File: src/rtl/fpga_pkg.sv
// fpga_pkg: raster constants, mood codes and sweep scheduler states shared across the ECG display path
package fpga_pkg;
  localparam int H_ACTIVE = 640;
  localparam int V_ACTIVE = 480;
  typedef enum logic [1:0] {
    MOOD_CALM   = 2'd0,
    MOOD_ALERT  = 2'd1,
    MOOD_STRESS = 2'd2,
    MOOD_CRIT   = 2'd3
  } mood_t;
  typedef enum logic [1:0] {
    S_SYNC = 2'd0,
    S_RUN  = 2'd1,
    S_UPD  = 2'd2,
    S_HOLD = 2'd3
  } sweep_state_t;
endpackage

File: src/rtl/mood_debounce.sv
// mood_debounce: commits a raw mood only after it has been seen unchanged for MOOD_HOLD update strobes
module mood_debounce
  import fpga_pkg::*;
#(
  parameter int MOOD_HOLD = 4
) (
  input  logic  clk,
  input  logic  reset,
  input  logic  upd,
  input  mood_t raw,
  output mood_t mood,
  output logic  chg
);
  mood_t cand;
  logic [3:0] cnt, cnt_d;
  logic commit;
  always_comb begin
    cnt_d  = (raw == cand) ? ((cnt == 4'hf) ? cnt : cnt + 4'd1) : 4'd1;
    commit = (cnt_d >= 4'(MOOD_HOLD)) && (raw != mood);
  end
  always_ff @(posedge clk) begin
    if (!reset) begin
      cand <= MOOD_CALM;
      cnt  <= '0;
      mood <= MOOD_CALM;
      chg  <= 1'b0;
    end else begin
      chg <= upd && commit;
      if (upd) begin
        cand <= raw;
        cnt  <= cnt_d;
        if (commit) mood <= raw;
      end
    end
  end
endmodule

File: src/rtl/sweep_sched.sv
// sweep_sched: per-frame scheduler that advances the waveform scroll and debounces mood during vertical blanking
module sweep_sched
  import fpga_pkg::*;
#(
  parameter int H_ACTIVE  = fpga_pkg::H_ACTIVE,
  parameter int V_ACTIVE  = fpga_pkg::V_ACTIVE,
  parameter int STEP      = 1,
  parameter int DIV_BASE  = 8,
  parameter int MOOD_HOLD = 4
) (
  input  logic       clk,
  input  logic       reset,
  input  logic [9:0] x,
  input  logic [9:0] y,
  input  logic [1:0] mood_raw,
  input  logic       pause,
  input  logic [1:0] speed,
  output logic [9:0] scroll_offset,
  output logic       sample_adv,
  output logic [1:0] mood_out,
  output logic       mood_chg,
  output logic       frame_tick,
  output logic       in_blank
);
  localparam int CW = $clog2(DIV_BASE) + 1;
  sweep_state_t state, state_d;
  logic [9:0] x_q, y_q;
  logic top_c, blank_c, top_c_q, blank_c_q, top_ev, blank_ev;
  logic upd, adv;
  logic [CW-1:0] frame_cnt, div;
  logic [10:0] sum;
  mood_t mood_q;
  // Position and condition history are free-running so edge detection is valid straight out of reset
  always_ff @(posedge clk) begin
    x_q       <= x;
    y_q       <= y;
    top_c_q   <= top_c;
    blank_c_q <= blank_c;
  end
  always_comb begin
    top_c    = (x_q == 10'd0) && (y_q == 10'd0);
    blank_c  = (x_q == 10'd0) && (y_q == 10'(V_ACTIVE));
    top_ev   = top_c && !top_c_q;
    blank_ev = blank_c && !blank_c_q;
    upd      = (state == S_UPD);
    in_blank = upd || (state == S_HOLD);
    state_d  = (state == S_SYNC || state == S_HOLD) ? (top_ev ? S_RUN : state) :
               (state == S_RUN) ? (blank_ev ? S_UPD : S_RUN) : S_HOLD;
    div      = CW'(DIV_BASE) >> speed;
    adv      = !pause && (frame_cnt >= div - CW'(1));
    sum      = {1'b0, scroll_offset} + 11'(STEP);
  end
  always_ff @(posedge clk) begin
    if (!reset) begin
      state         <= S_SYNC;
      scroll_offset <= '0;
      frame_cnt     <= '0;
      sample_adv    <= 1'b0;
      frame_tick    <= 1'b0;
    end else begin
      state      <= state_d;
      frame_tick <= upd;
      sample_adv <= upd && adv;
      if (upd) begin
        frame_cnt <= (pause || adv) ? '0 : frame_cnt + CW'(1);
        if (adv) scroll_offset <= (sum >= 11'(H_ACTIVE)) ? 10'(sum - 11'(H_ACTIVE)) : sum[9:0];
      end
    end
  end
  mood_debounce #(.MOOD_HOLD(MOOD_HOLD)) u_mood (
    .clk  (clk),
    .reset(reset),
    .upd  (upd),
    .raw  (mood_t'(mood_raw)),
    .mood (mood_q),
    .chg  (mood_chg)
  );
  assign mood_out = mood_q;
endmodule
File: config.mk
export PLATFORM = sky130hd
export DESIGN_NAME = sweep_sched
export DESIGN_NICKNAME = d
export VERILOG_FILES = /design/src/rtl/fpga_pkg.sv /design/src/rtl/mood_debounce.sv /design/src/rtl/sweep_sched.sv
export SDC_FILE = /design/constraint.sdc
export NUM_CORES = 1
export LEC_CHECK = 0
export CAP_MARGIN = 30
export CORE_ASPECT_RATIO = 0.6
export CORE_UTILIZATION = 52
export DETAILED_ROUTE_END_ITERATION = 8
export PLACE_DENSITY = 0.8
export SYNTH_ARGS = -nofsm -noshare
export SYNTH_HDL_FRONTEND = slang
export SYNTH_HIERARCHICAL = 1
export SYNTH_SLANG_ARGS = --single-unit
File: constraint.sdc
create_clock -name clk -period 2.9 [get_ports clk]
set_input_delay 0.87 -clock clk [delete_from_list [all_inputs] [get_ports clk]]
set_output_delay 0.87 -clock clk [all_outputs]
set_load 0.01 [all_outputs]
==> results.ini <==
[setup_path]
start_kind=flip-flop
ff2ff_path_depth=10
cp-end-kind=flip-flop
cpMostUsedCell=ha_1
cp.required_ns=3.14
cpMaxStageDelayCell=dfxtp_1
cp.arrival_ns=2.87
slowest_delay_ns=0.48
critPathMaxFanout=9
cp_cell_sequence=ha_1, and2_1, and4_1, nor2_2, ha_1, o31ai_1, nand2b_4, and2_4, a211o_1, a31oi_1
worstSetupPathType=flip-flop to flip-flop

[global_routing]
grt_pass1_wl_um=7670
antenna_found_initial=0
grt_max_degree=18
grt_remaining_overflow=0
grt_pass1_vias=1706
grt_use_total_pct=22.0

[synth]
yosys_warnings=6
synth.net_count=284
synth_edf_count=0
syn-instance-count=245
synthDistinctLibCells=52
synth_flop_cell=dfxtp_1
ys_ff_latch=49
syn_area_per_cell_sq_um=9.42
syn_area_sq_um=2310
yosysSeqAreaShare_pct=42.5
async_flop_share_pct=0

[sta]
period_needed_ns=2.64
finalSetupViolations=0
rsz0062_at_grt=no
max_freq_mhz=379
worst_clock_skew_ns=0.0103
slew_viol_final=0
finalCritPeriodShare_pct=90.9
hold_viol=0

[pwr]
power.density_nw_per_um2=495
combPwrFrac_pct=18.4
seqPwrFrac_pct=51.5
ir_drop_uv=287
internal_power_uw=1060
clock_power_share_pct=30.1
swShare_pct=26.9
finalPower_uw=1440
p_sw_uw=388
power.leakage_uw=0.00115

[layout]
final_net_count=333
drive_gt1_share_pct=13.2
multi_input_area_sq_um=1220
final_cell_area_sq_um=2920
final_common_cell=dfxtp_1
layout_common_cells=dfxtp_1 (49), clkdlybuf4s50_1 (42), nand2_1 (25)
nFillCells=337
utilization_pct=69.7
regArea_sq_um=981
antenna_cells=0
area_delta_synth_final_pct=26.4

[detailed_routing]
drt_iter0_drc=89
final_antenna_net_count=0
wire_per_inst_um=13.0
via_count=1870
drc=0
wl_um=4620
dr.pass1.iters=5
viasPerCell=5.27

[cts]
cts.htree.levels=2
clock_path_buffers=2
cts_tree=done
ctsHoldBuffers=0
cts_setup_buffers=0
cts.sinks=49
path_clk_slew_ns=0.10
root_buffer=clkbuf_8
numCtsBuffers=5
worstSkewPairLatency_ns=0.31
cts-resized-gates=0

[floorplan]
die_area_sq_um=4720
die-width_um=88.0
start_util_pct=55.1
core_sq_um=4190
chipHeight_um=53.6
num_io_pins=43
std_cell_rows=18

[placed_design]
gp_congestion=0.890
placed_area_sq_um=2820
port_buffers=42
dp_hpwl_um=3510

[worst_hold_path]
hold_depth=2
min_path_type=flip-flop to flip-flop

[flow_run]
max-cap-violations=0

[run_status]
outcome=finished clean

==> stage by stage <==
| stage | worst slack [ns] | hold slack [ns] | TNS (ns) | cells |
|---|---|---|---|---|
| floorplan | 0.241 | 0.434 | 0 | 245 |
| global placement | 0.0570 | 0.465 | 0 | 347 |
| detailed placement | -0.0308 | 0.473 | -0.0308 | 347 |
| CTS | 0.258 | 0.486 | 0 | 355 |
| global route | 0.117 | 0.513 | 0 | 355 |
| finish | 0.264 | 0.483 | 0 | 355 |
==> cell usage after synthesis, types with 2 or more instances <==
library cell	instances	share of area (%)
mux2i_1	5	2.2
xor2_1	8	3.0
a311oi_1	2	0.76
ha_1	12	6.5
nor2_1	15	2.4
dfxtp_1	49	42
clkbuf_1	6	0.98
inv_1	6	0.98
a21o_1	2	0.65
nand4_1	10	2.7
o31ai_1	3	0.98
and3_1	2	0.54
or2_2	2	0.54
nand2_1	25	4.1
and4_1	2	0.76
nand2b_1	6	1.6
and2_2	3	0.98
xnor2_2	3	2.1
nor2b_1	3	0.81
buf_6	4	2.0
o21ai_0	4	0.87
o21a_1	4	1.3
a211oi_2	2	1.1
a31oi_1	3	0.81
xnor2_1	5	1.9
buf_2	3	0.65
nor4_1	4	1.1
a21oi_1	10	2.2
nand3_1	14	3.0
and2_1	6	1.6
==> per-layer routing <==
metal  GRT usage, %  vias up  routed length [um]
met5              0        -                   0
met4           11.3        0                  85
met3           6.13        9                 382
met2           31.8       70                1900
met1           30.4      830                2250
li1               -      961                   -
==> worst max-delay path, delay by kind of cell (launching register included) <==
| kind | cells | cell delay (ns) |
|---|---|---|
| flip-flops | 1 | 0.48 |
| AO/OA/AOI/OAI | 3 | 0.84 |
| adder cells (fa/ha/maj) | 2 | 0.48 |
| AND/OR/NAND/NOR | 5 | 0.76 |
==> path summary, 6_finish.rpt <==
kind,from,to,slack [ns]
hold / removal,y_q[5],blank_c_q,0.48
setup / recovery,scroll_offset[1],scroll_offset[8],0.26
setup reg to reg,scroll_offset[1],scroll_offset[8],0.26
hold reg to reg,y_q[5],blank_c_q,0.48
==> power groups by stage <==
| stage | registers, uW | logic (uW) | clock network [uW] |
|---|---|---|---|
| after CTS | 744 | 267 | 446 |
| after global placement | 758 | 255 | 0 |
| after floorplan | 756 | 163 | 0 |
| final | 744 | 265 | 434 |
| after detailed placement | 759 | 267 | 0 |
| after global routing | 750 | 293 | 478 |
==> layout make-up <==
class                      count  share of cell area (%)
timing repair buffer          55                    17.7
multi-input combinational    177                    41.9
tap                           60                    2.57
inverter                       6                   0.772
sequential                    49                    33.6
clock inverter                 2                   0.600
clock buffer                   6                    2.83
==> cells by family after synthesis <==
kind of cell	Yosys count	share of synthesized area [%]
flip-flops	49	42.5
AND/OR/NAND/NOR	102	24.4
other	1	0.162
AO/OA/AOI/OAI	41	12.6
XOR/XNOR	16	7.05
adder cells (fa/ha/maj)	12	6.50
buffers and inverters	19	4.55
multiplexers	5	2.17
==> registers in the layout (all words and copies together), names as in the netlist <==
| name | cells |
|---|---|
| sample_adv | 1 |
| top_c_q | 1 |
| blank_c_q | 1 |
| scroll_offset | 10 |
| x_q | 10 |
| y_q | 10 |
| frame_cnt | 4 |
| u_mood/mood | 2 |
| u_mood/cnt | 4 |
| u_mood/cand | 2 |
| u_mood/chg | 1 |
| frame_tick | 1 |
| state | 2 |
No activity file was read; power rests on OpenSTA's default activity.
